## src/rtl/reglk_arbiter.sv

```systemverilog
// Two-requester round-robin arbiter for a single data memory port, with sticky per-word write locks.
// Lock registers are memory-mapped; a write ORs new bits in, and only rst_ni clears them.
module reglk_arbiter #(
  parameter int          NUM_LOCK_WORDS = 6,
  parameter int          MEM_WORDS      = 200,
  parameter logic [31:0] LOCK_BASE_ADDR = 32'h0000_0400
) (
  input  logic                         clk_i,
  input  logic                         rst_ni,
  input  logic                         m0_req_i,
  input  logic                         m0_we_i,
  input  logic [31:0]                  m0_addr_i,
  input  logic [31:0]                  m0_wdata_i,
  output logic                         m0_gnt_o,
  output logic                         m0_rvalid_o,
  output logic [31:0]                  m0_rdata_o,
  output logic                         m0_err_o,
  input  logic                         m1_req_i,
  input  logic                         m1_we_i,
  input  logic [31:0]                  m1_addr_i,
  input  logic [31:0]                  m1_wdata_i,
  output logic                         m1_gnt_o,
  output logic                         m1_rvalid_o,
  output logic [31:0]                  m1_rdata_o,
  output logic                         m1_err_o,
  output logic                         mem_we_o,
  output logic [31:0]                  mem_addr_o,
  output logic [31:0]                  mem_wdata_o,
  output logic [2:0]                   mem_width_o,
  input  logic [31:0]                  mem_rdata_i,
  output logic [NUM_LOCK_WORDS*32-1:0] reglk_o
);

  // state  | meaning
  // IDLE   | waiting for a request; grant is combinational here
  // ACCESS | latched request classified; memory or lock register accessed
  // RESP   | rvalid pulse to the latched requester, RR pointer flips
  localparam logic [1:0] S_IDLE   = 2'd0;
  localparam logic [1:0] S_ACCESS = 2'd1;
  localparam logic [1:0] S_RESP   = 2'd2;

  localparam int          LOCK_BITS      = NUM_LOCK_WORDS * 32;
  localparam logic [29:0] LOCK_BASE_WORD = LOCK_BASE_ADDR[31:2];

  logic [1:0]           state;
  logic                 rr_ptr;
  logic                 lat_id;
  logic                 lat_we;
  logic [29:0]          lat_word;
  logic [31:0]          lat_wdata;
  logic [31:0]          resp_rdata;
  logic                 resp_err;
  logic [LOCK_BITS-1:0] reglk;

  logic        idle;
  logic        access;
  logic        resp;
  logic        pick_m1;
  logic        in_lock;
  logic        out_of_range;
  logic [29:0] lk_idx;
  logic        lock_bit;
  logic [31:0] lock_rd;
  logic        acc_err;
  logic        unused_addr_bits;

  assign idle   = (state == S_IDLE);
  assign access = (state == S_ACCESS);
  assign resp   = (state == S_RESP);

  // m1 wins when it is alone or when both ask and the pointer favours it
  assign pick_m1  = m1_req_i & (~m0_req_i | rr_ptr);
  assign m0_gnt_o = idle & m0_req_i & ~pick_m1;
  assign m1_gnt_o = idle & pick_m1;

  assign unused_addr_bits = ^{m0_addr_i[1:0], m1_addr_i[1:0]};

  assign in_lock      = (lat_word >= LOCK_BASE_WORD) &&
                        (lat_word <  LOCK_BASE_WORD + 30'(NUM_LOCK_WORDS));
  assign lk_idx       = lat_word - LOCK_BASE_WORD;
  assign out_of_range = (lat_word >= 30'(MEM_WORDS));

  // words beyond the lock bank have no lock bit and are never locked
  always_comb begin
    lock_bit = 1'b0;
    for (int k = 0; k < LOCK_BITS; k++) begin
      if (lat_word == 30'(k)) lock_bit = reglk[k];
    end
  end

  always_comb begin
    lock_rd = '0;
    for (int j = 0; j < NUM_LOCK_WORDS; j++) begin
      if (lk_idx == 30'(j)) lock_rd = reglk[j*32 +: 32];
    end
  end

  assign acc_err = !in_lock && (out_of_range || (lat_we && lock_bit));

  always_ff @(posedge clk_i or negedge rst_ni) begin
    if (!rst_ni) begin
      state      <= S_IDLE;
      rr_ptr     <= 1'b0;
      lat_id     <= 1'b0;
      lat_we     <= 1'b0;
      lat_word   <= '0;
      lat_wdata  <= '0;
      resp_rdata <= '0;
      resp_err   <= 1'b0;
      reglk      <= '0;
    end else begin
      case (state)
        S_IDLE: begin
          if (m0_req_i || m1_req_i) begin
            lat_id    <= pick_m1;
            lat_we    <= pick_m1 ? m1_we_i : m0_we_i;
            lat_word  <= pick_m1 ? m1_addr_i[31:2] : m0_addr_i[31:2];
            lat_wdata <= pick_m1 ? m1_wdata_i : m0_wdata_i;
            state     <= S_ACCESS;
          end
        end
        S_ACCESS: begin
          resp_err <= acc_err;
          if (in_lock) begin
            resp_rdata <= lat_we ? 32'h0 : lock_rd;
            for (int j = 0; j < NUM_LOCK_WORDS; j++) begin
              if (lat_we && lk_idx == 30'(j))
                reglk[j*32 +: 32] <= reglk[j*32 +: 32] | lat_wdata;
            end
          end else if (acc_err || lat_we) begin
            resp_rdata <= 32'h0;
          end else begin
            resp_rdata <= mem_rdata_i;
          end
          state <= S_RESP;
        end
        S_RESP: begin
          rr_ptr <= ~lat_id;
          state  <= S_IDLE;
        end
        default: state <= S_IDLE;
      endcase
    end
  end

  assign m0_rvalid_o = resp && !lat_id;
  assign m1_rvalid_o = resp &&  lat_id;
  assign m0_rdata_o  = m0_rvalid_o ? resp_rdata : 32'h0;
  assign m1_rdata_o  = m1_rvalid_o ? resp_rdata : 32'h0;
  assign m0_err_o    = m0_rvalid_o && resp_err;
  assign m1_err_o    = m1_rvalid_o && resp_err;

  assign mem_we_o    = access && lat_we && !in_lock && !acc_err;
  assign mem_addr_o  = access ? {lat_word, 2'b00} : 32'h0;
  assign mem_wdata_o = access ? lat_wdata : 32'h0;
  assign mem_width_o = 3'b010;
  assign reglk_o     = reglk;

endmodule

```

## config.mk

```make
export PLATFORM = sky130hd
export DESIGN_NAME = reglk_arbiter
export DESIGN_NICKNAME = d
export VERILOG_FILES = /design/src/rtl/reglk_arbiter.sv
export SDC_FILE = /design/constraint.sdc
export NUM_CORES = 1
export LEC_CHECK = 0
export BUFFER_PORTS_ARGS = -buffer_cell sky130_fd_sc_hd__buf_4
export CAP_MARGIN = 40
export CORE_ASPECT_RATIO = 0.75
export CORE_MARGIN = 2
export CORE_UTILIZATION = 29
export DETAILED_ROUTE_END_ITERATION = 10
export SLEW_MARGIN = 20
export SYNTH_ARGS = -nofsm -noshare
export SYNTH_HDL_FRONTEND = slang
export SYNTH_SLANG_ARGS = --single-unit
```

## constraint.sdc

```tcl
create_clock -name clk_i -period 5.22 [get_ports clk_i]
set_clock_uncertainty 0.1 [all_clocks]
set_input_delay 0.261 -clock clk_i [delete_from_list [all_inputs] [get_ports clk_i]]
set_output_delay 0.261 -clock clk_i [all_outputs]
set_load 0.005 [all_outputs]
```

==> results of run 1 <==
## registers in the layout (all words and copies together), names as in the netlist
| name | flops |
|---|---|
| lat_we | 1 |
| lat_wdata | 32 |
| resp_err | 1 |
| rr_ptr | 1 |
| state | 2 |
| resp_rdata | 32 |
| lat_word | 30 |
| lat_id | 1 |
| reglk_o | 192 |
## cell usage in the layout (no fill, tap or decap), types with 16 or more instances in the layout
cell and n:
a21o_1 184, dfrtp_1 289, dlygate4sd3_1 159, nand3_1 24, nand2_1 129, a21oi_1 149
nor2_1 157, and2_1 129, o21ai_0 92, mux2i_1 105, o21ai_1 16, buf_4 608
a22oi_1 35, a221o_1 25, o22ai_1 17, nor3_1 33, clkbuf_16 31, inv_1 16
## final cells by class
class / instances / area [um^2] / area share
Multi-Input combinational cell: 1304 / 8390 / 0.348
Timing Repair Buffer: 781 / 6410 / 0.265
Sequential cell: 292 / 7310 / 0.303
Clock inverter: 16 / 184 / 0.00762
Clock buffer: 41 / 853 / 0.0354
Inverter: 18 / 67.6 / 0.00280
Tap cell: 731 / 915 / 0.0379
## repair_timing
item | CTS | global route
endpoints found under the hold margin | 159 | 0
endpoints found under the setup margin | 1 | 1
hold buffers | 159 | 0
setup buffers | 0 | 3
resized for setup | 4 | 6
pin swaps | 0 | 6
## logic make-up (layout without fill, tap and decap cells)
kind of cell / count (synthesis) / after routing / synth area share
simple gates: 554 / 554 / 0.166
flops: 292 / 292 / 0.448
other cells: 2 / 5 / 0.000461
xor+xnor: 1 / 1 / 0.000537
mux: 121 / 121 / 0.0831
compound gates: 623 / 623 / 0.257
buf+inv: 186 / 856 / 0.0445
## routing by layer
layer / GRT usage / vias to the layer above
li1: - / 7760
met1: 0.405 / 8749
met2: 0.462 / 902
met3: 0.0824 / 116
met4: 0.0565 / 4
met5: 0 / -
## worst max path at each step
stage	from	endpoint	slack, ns	cells past startpoint
6_report	lat_word[14]	mem_we_o	0.15	13
5_1_grt	lat_word[14]	mem_we_o	0.004	13
4_1_cts	lat_word[14]	mem_we_o	0.06	13
3_5_place_dp	lat_word[21]	mem_we_o	0.54	15
3_3_place_gp	lat_word[24]	mem_we_o	0.50	15
2_1_floorplan	lat_word[14]	mem_we_o	1.30	13
## synthesized netlist by cell type (all sizes together), types with 8 or more instances
cell type	count	area, um^2
dfrtp	292	7310
a21o	184	1380
nor2	162	608
a21oi	149	746
and2	129	807
nand2	129	484
clkbuf	120	450
o21ai	110	554
mux2i	105	1050
buf	48	208
nor3	37	185
a22oi	35	263
a221o	25	250
nand3	24	120
o22ai	17	106
inv	16	60.1
nand2b	12	75.1
nor2b	12	75.1
mux4	11	248
nor4	11	81.3
o211ai	10	75.1
or4	10	82.6
a221oi	9	78.8
a222oi	9	90.1
and3	8	50.1
nand4	8	50.1
## power groups by stage
| stage | Combinational (mW) | Sequential [mW] | Clock, mW |
|---|---|---|---|
| floorplan | 1.87 | 2.66 | 0 |
| global placement | 2.99 | 3.16 | 0 |
| detailed placement | 3.00 | 3.18 | 0 |
| CTS | 3.17 | 3.15 | 2.32 |
| global route | 3.46 | 3.21 | 2.41 |
| finish | 3.24 | 3.17 | 2.28 |
## per-stage QoR
stage | util | area, um^2 | hold slack (ns)
6_report | 0.433 | 24100 | 0.109
3_3_place_gp | 0.383 | 21400 | 0.136
3_5_place_dp | 0.384 | 21400 | 0.142
2_1_floorplan | - | 16300 | -0.135
4_1_cts | 0.431 | 24000 | 0.119
5_1_grt | 0.433 | 24100 | 0.144
==> results.sh, run 1 <==
export IMPL_grt_pass1_vias=17600
export IMPL_synth_flop_cell="dfrtp_1"
export IMPL_slew_violations=0
export IMPL_p_total_mw=8.69
export IMPL_p_int_mw=5.14
export IMPL_dr_wl_met2_um=39100
export IMPL_crit_path_frequent_cell="buf_4"
export IMPL_synth_edf_count=0
export IMPL_routed_top_layer="met5"
export IMPL_combPwrFrac=0.373
export IMPL_dr_pass1_iters=6
export IMPL_synth_seq_cells=292
export IMPL_slew_headroom=0.331
export IMPL_io_pins=496
export IMPL_cp_end_kind="output port"
export IMPL_yosysUniqueCellTypes=74
export IMPL_worstMarginPinSlew_ns=1.00
export IMPL_antenna_found_initial=4
export IMPL_clkPwrFrac=0.262
export IMPL_syn_inst=1779
export IMPL_rows=75
export IMPL_cp_start_kind="flip-flop"
export IMPL_die_height_um=209
export IMPL_die_w_um=278
export IMPL_gr_usage_all_layers=0.293
export IMPL_first_iter_violations=1581
export IMPL_root_buffer="clkbuf_16"
export IMPL_swShare=0.409
export IMPL_arrival_ns=4.71
export IMPL_required_ns=4.86
export IMPL_diodes=0
export IMPL_grt_pass1_wl_um=125000
export IMPL_avgSynthCellArea_um2=9.16
export IMPL_dp_cells=2961
export IMPL_start_util=0.292
export IMPL_switchingPower_mw=3.55
export IMPL_numCtsBuffers=31
export IMPL_num_vias=17500
export IMPL_layout_cells_non_filler=3183
export IMPL_timing_rr_start="lat_word[14]"
export IMPL_ir_drop_mv=0.287
export IMPL_path_cells="or4_4, or4_4, buf_4, nor4_2, nand2_1, a41oi_1, buf_4, a31o_2, o21ai_0, or4_1, o21ai_1, a211oi_2, buf_4"
export IMPL_clock_fmax_ghz=0.197
export IMPL_dp_hpwl_um=67300
export IMPL_cp_max_fo=6
export IMPL_hold_violations=0
export IMPL_maxCapViolations=0
export IMPL_ys_seq_area_frac=0.448
export IMPL_grt_overflow_total=0
export IMPL_drive_above_1_share=0.296
export IMPL_clock_sink_count=292
export IMPL_crit_slowest_cell="or4_4"
export IMPL_path_buf_inv=3
export IMPL_cts_max_level=1
export IMPL_path_class="flip-flop to output port"
export IMPL_rsz0062_at_grt="no"
export IMPL_period_needed_ns=5.07
export IMPL_drcViolationCount=0
export IMPL_tns_ns=0
export IMPL_nFillCells=5447
export IMPL_met1Wirelength_um=38300
export IMPL_ys_warn_count=0
export IMPL_fin_ws_ns=0.147
export IMPL_grt_start_max_net_pins=155
export IMPL_setup_viol_count_final=0
export IMPL_ff2ff_setup_slack_ns=0.93
export IMPL_gp_congestion=0.985
export IMPL_status="complete, no violations"
export IMPL_nets=2594
export IMPL_met3_wirelength_um=8370
export IMPL_p_seq_frac=0.365
export IMPL_wl_um=87600
export IMPL_syn_area_um2=16300
export IMPL_pre_cts_ws_ns=0.538
export IMPL_via_per_inst=5.51
export IMPL_cts_tree="done"
export IMPL_core_um2=55700
export IMPL_cts_buffer_depth=3
export IMPL_power_density_nw_per_um2=360
export IMPL_port_buffers=486
export IMPL_worstReg2RegEnd="reglk_o[6]"
export IMPL_clk_pin_slew_worst_paths_ns=0.07
export IMPL_hold_class="primary input to async pin"
export IMPL_rr_worst_depth=10
export IMPL_avgRoutedWirePerCell_um=27.5
export IMPL_drtAntennaViolNets=0
export IMPL_fin_crit_sh=0.972
export IMPL_ys_async_sr_fraction=1.00
export IMPL_critPathMaxStageDelay_ns=0.60
export IMPL_clk_latency_ns=0.59
export IMPL_crit_family="simple AND/OR/NAND/NOR gates"
export IMPL_cellLeakagePower_nw=12.8
export IMPL_fp_dieArea_um2=58100
export IMPL_syn_to_final_growth_pct=48.1
Power figures use the tool's default switching activity.
==> run 2: changes to the inputs <==
--- a/config.mk
+++ b/config.mk
@@ -8,7 +8,6 @@
 export BUFFER_PORTS_ARGS = -buffer_cell sky130_fd_sc_hd__buf_4
 export CAP_MARGIN = 40
 export CORE_ASPECT_RATIO = 0.75
-export CORE_MARGIN = 2
 export CORE_UTILIZATION = 29
 export DETAILED_ROUTE_END_ITERATION = 10
 export SLEW_MARGIN = 20
==> results.sh, run 2 (synthesis gave the netlist of run 1 again) <==
export IMPL_rows=74
export IMPL_cp_end_kind="output port"
export IMPL_root_buffer="clkbuf_16"
export IMPL_cp_max_fo=10
export IMPL_p_int_mw=5.34
export IMPL_core_um2=55000
export IMPL_grt_pass1_wl_um=124000
export IMPL_dr_pass1_iters=6
export IMPL_period_needed_ns=5.12
export IMPL_maxCapViolations=0
export IMPL_clk_latency_ns=0.55
export IMPL_hold_class="primary input to flip-flop"
export IMPL_seqCellArea_um2=7310
export IMPL_drtAntennaViolNets=0
export IMPL_worstMarginPinSlew_ns=0.896
export IMPL_fin_crit_sh=0.981
export IMPL_syn_to_final_growth_pct=47.5
export IMPL_setup_viol_count_final=0
export IMPL_via_per_inst=5.56
export IMPL_layout_cells_non_filler=3163
export IMPL_die_w_um=276
export IMPL_p_seq_frac=0.356
export IMPL_numCtsBuffers=34
export IMPL_first_iter_violations=1868
export IMPL_cellLeakagePower_nw=12.8
export IMPL_crit_slowest_cell="or4_4"
export IMPL_fp_dieArea_um2=57200
export IMPL_rsz0062_at_grt="no"
export IMPL_drcViolationCount=0
export IMPL_start_util=0.296
export IMPL_multiInputGateArea_um2=8380
export IMPL_die_height_um=207
export IMPL_slew_violations=0
export IMPL_largest_reg_flops=192
export IMPL_timing_rr_start="lat_word[9]"
export IMPL_clkPwrFrac=0.285
export IMPL_final_common_cell="buf_4"
export IMPL_cts_buffer_depth=3
export IMPL_cp_start_kind="flip-flop"
export IMPL_grt_overflow_total=0
export IMPL_arrival_ns=4.76
export IMPL_antenna_found_initial=2
export IMPL_utilization=0.437
export IMPL_status="complete, no violations"
export IMPL_dp_cells=2941
export IMPL_nFillCells=5338
export IMPL_combPwrFrac=0.360
export IMPL_drive_above_1_share=0.293
export IMPL_hold_violations=0
export IMPL_crit_path_frequent_cell="buf_4"
export IMPL_port_buffers=486
export IMPL_clock_fmax_ghz=0.195
export IMPL_ir_drop_mv=0.192
export IMPL_avgRoutedWirePerCell_um=27.6
export IMPL_p_total_mw=8.95
export IMPL_hold_start="m1_wdata_i[11]"
export IMPL_gp_congestion=1.02
export IMPL_startpoint="lat_word[9]"
export IMPL_switchingPower_mw=3.60
export IMPL_slew_headroom=0.402
export IMPL_cts_tree="done"
export IMPL_gr_usage_all_layers=0.298
export IMPL_num_vias=17600
export IMPL_clk_pin_slew_worst_paths_ns=0.06
export IMPL_io_pins=496
export IMPL_clock_sink_count=292
export IMPL_swShare=0.403
export IMPL_power_density_nw_per_um2=372
export IMPL_dp_hpwl_um=66600
export IMPL_nets=2579
export IMPL_whs_ns=0.0220
export IMPL_grt_start_max_net_pins=165
export IMPL_tns_ns=0
export IMPL_required_ns=4.86
export IMPL_grt_pass1_vias=17300
export IMPL_final_cell_mix="buf_4, dfrtp_1, a21o_1"
export IMPL_path_cells="or4_4, buf_4, or2_1, buf_4, nor2_2, a32o_1, a21oi_1, o31ai_1, a221oi_1, buf_4, o2111ai_1, a31o_1, a311oi_2, o21ai_1, a211oi_2, buf_4"
export IMPL_critPathMaxStageDelay_ns=0.56
export IMPL_path_class="flip-flop to output port"
export IMPL_wl_um=87400
export IMPL_cts_max_level=2
run 2: routing by layer:
metal	global-route usage	share of wire
met5	0	0.00088
met4	0.0659	0.020
met3	0.0768	0.093
met2	0.460	0.44
met1	0.418	0.44
run 2: worst paths after layout:
path,end,slack (ns),depth (start not counted)
max,mem_we_o,0.10,16
min,lat_wdata[11],0.02,3
max reg2reg,resp_err,0.84,16
min reg2reg,resp_rdata[7],0.40,2
max in group asynchronous,lat_word[2],3.50,3
min in group asynchronous,resp_rdata[7],0.17,2
run 2: stage by stage:
| step | worst slack, ns | area (um^2) |
|---|---|---|
| finish | 0.100 | 24000 |
| global route | 0.0139 | 24000 |
| CTS | 0.0201 | 24000 |
| detailed placement | 0.545 | 21200 |
| global placement | 0.434 | 21200 |
| floorplan | 1.30 | 16300 |
run 2: area by class of cell:
cell class | instances | share of cell area
Antenna cell | 2 | 0.000208
Inverter | 18 | 0.00281
Tap cell | 722 | 0.0376
Multi-Input combinational cell | 1304 | 0.348
Clock buffer | 49 | 0.0433
Clock inverter | 13 | 0.00650
Sequential cell | 292 | 0.304
Timing Repair Buffer | 763 | 0.257
run 2: critical path, delay by kind of cell (launching register included):
family | cells | cell delay [ns]
AND/OR/NAND/NOR | 3 | 1.31
AO/OA/AOI/OAI | 9 | 1.72
buffers and inverters | 4 | 0.80
flip-flops | 1 | 0.40
run 2: what timing repair did:
item,in CTS,in global routing
endpoints found under the hold margin,161,0
pin swaps,0,4
setup buffers,0,2
setup endpoints to repair,1,1
resized for setup,3,3
hold buffers,155,0
run 2: power groups by stage:
| stage | combinational [mW] | clock (mW) | sequential [mW] |
|---|---|---|---|
| floorplan | 1.87 | 0 | 2.66 |
| global placement | 2.96 | 0 | 3.18 |
| detailed placement | 2.97 | 0 | 3.20 |
| CTS | 3.13 | 2.61 | 3.16 |
| global route | 3.41 | 2.69 | 3.22 |
| finish | 3.22 | 2.55 | 3.18 |
==> run 3: changes to the inputs <==
==> constraint.sdc (replaced) <==
create_clock -name clk_i -period 5.2 [get_ports clk_i]
set_clock_uncertainty 0.1 [all_clocks]
set_input_delay 0.26 -clock clk_i [delete_from_list [all_inputs] [get_ports clk_i]]
set_output_delay 0.26 -clock clk_i [all_outputs]
set_load 0.005 [all_outputs]
==> results.sh, run 3 (synthesis gave the netlist of run 1 again) <==
export IMPL_gr_usage_all_layers=0.299
export IMPL_tns_ns=0
export IMPL_maxCapViolations=0
export IMPL_hold_class="primary input to async pin"
export IMPL_grt_pass1_wl_um=125000
export IMPL_rows=74
export IMPL_final_cell_mix="buf_4, dfrtp_1, a21o_1"
export IMPL_drtAntennaViolNets=0
export IMPL_avgRoutedWirePerCell_um=27.3
export IMPL_num_vias=17600
export IMPL_p_total_mw=8.75
export IMPL_layout_cells_non_filler=3184
export IMPL_clock_fmax_ghz=0.194
export IMPL_cp_end_kind="output port"
export IMPL_worstMarginPinSlew_ns=0.840
export IMPL_placed_area_um2=21400
export IMPL_period_needed_ns=5.15
export IMPL_slew_headroom=0.440
export IMPL_rsz0062_at_grt="yes"
export IMPL_fin_ws_ns=0.0515
export IMPL_die_w_um=276
export IMPL_numCtsBuffers=31
export IMPL_antenna_found_initial=3
export IMPL_final_area_um2=24100
export IMPL_grt_pass1_vias=17400
export IMPL_drive_above_1_share=0.296
export IMPL_start_util=0.296
export IMPL_clock_sink_count=292
export IMPL_io_pins=496
export IMPL_crit_slowest_cell="o311ai_0"
export IMPL_final_common_cell="buf_4"
export IMPL_drcViolationCount=0
export IMPL_grt_start_max_net_pins=159
export IMPL_gp_congestion=1.00
export IMPL_wl_um=87000
export IMPL_cp_max_fo=15
export IMPL_cts_buffer_depth=3
export IMPL_cts_max_level=1
export IMPL_status="complete, no violations"
export IMPL_utilization=0.438
export IMPL_fp_dieArea_um2=57200
export IMPL_pre_cts_ws_ns=0.431
export IMPL_cp_start_kind="flip-flop"
export IMPL_crit_path_frequent_cell="buf_4"
export IMPL_ir_drop_mv=0.311
export IMPL_slew_violations=0
export IMPL_dr_pass1_iters=8
export IMPL_required_ns=4.84
export IMPL_path_cells="or4_4, buf_4, nor2_1, buf_4, nand3_1, o311ai_0, o31ai_1, a221oi_2, buf_4, o2111ai_4, a31o_1, a311oi_2, o21ai_1, a211oi_2, buf_4"
export IMPL_whs_ns=0.146
export IMPL_arrival_ns=4.79
export IMPL_cts_tree="done"
export IMPL_grt_overflow_total=0
export IMPL_path_buf_inv=4
export IMPL_via_per_inst=5.53
export IMPL_largest_reg_flops=192
export IMPL_nets=2605
export IMPL_syn_to_final_growth_pct=47.8
export IMPL_clk_pin_slew_worst_paths_ns=0.06
export IMPL_dp_hpwl_um=66700
export IMPL_path_class="flip-flop to output port"
export IMPL_setup_viol_count_final=0
export IMPL_clk_latency_ns=0.59
export IMPL_power_density_nw_per_um2=363
export IMPL_critPathMaxStageDelay_ns=0.57
export IMPL_root_buffer="clkbuf_16"
export IMPL_hold_violations=0
export IMPL_fin_crit_sh=0.990
export IMPL_port_buffers=486
export IMPL_die_height_um=207
export IMPL_crit_family="compound AO/OA/AOI/OAI gates"
export IMPL_cellLeakagePower_nw=12.8
export IMPL_first_iter_violations=1633
export IMPL_dp_cells=2963
export IMPL_core_um2=55000
==> run 3: cell types whose count changed in the layout (fill, tap and decap cells not counted), moves of 2 or more <==
cell	delta
buf_4	+25
clkbuf_1	+5
clkbuf_16	-6
clkbuf_8	-3
dlygate4sd3_1	+4
inv_6	-3
nor4_2	+2
==> run 3: path summary, 6_finish.rpt <==
check / start / cells after the start / slack [ns] / to
worst max register to register: lat_word[14] / 16 / 0.66 / resp_err
min in group clk_i: m1_req_i / 2 / 0.27 / state[0]
worst max-delay path: lat_word[14] / 15 / 0.05 / mem_we_o
worst min register to register: resp_rdata[12] / 2 / 0.39 / resp_rdata[12]
max in group asynchronous: rst_ni / 3 / 3.49 / lat_word[1]
worst min-delay path: rst_ni / 2 / 0.15 / resp_rdata[7]
==> run 3: power breakdown <==
group          switching [mW]  total (mW)  internal [mW]
clock                   0.929        2.23           1.30
sequential              0.608        3.14           2.53
combinational            2.01        3.39           1.38
total                    3.54        8.75           5.21
==> run 3: layout make-up <==
class | count | area [um^2]
Sequential cell | 292 | 7310
Antenna cell | 1 | 2.50
Inverter | 18 | 67.6
Clock inverter | 10 | 134
Fill cell | 5388 | 30900
Clock buffer | 45 | 868
Timing Repair Buffer | 792 | 6410
Tap cell | 722 | 903
Multi-Input combinational cell | 1304 | 8390
==> run 3: layer usage <==
| metal | share of wire | GRT usage | routed length [um] | vias to the layer above |
|---|---|---|---|---|
| met1 | 0.45 | 0.425 | 38800 | 8912 |
| li1 | - | - | - | 7751 |
| met4 | 0.020 | 0.0570 | 1750 | 0 |
| met2 | 0.45 | 0.462 | 38900 | 836 |
| met3 | 0.087 | 0.0682 | 7570 | 94 |
| met5 | 0 | 0 | 0 | - |
==> run 3: what timing repair did <==
item,CTS,global route
setup buffers,2,3
hold endpoints to repair,172,0
hold buffers,159,0
pin swaps,3,8
endpoints found under the setup margin,1,1
gates resized for setup,3,5
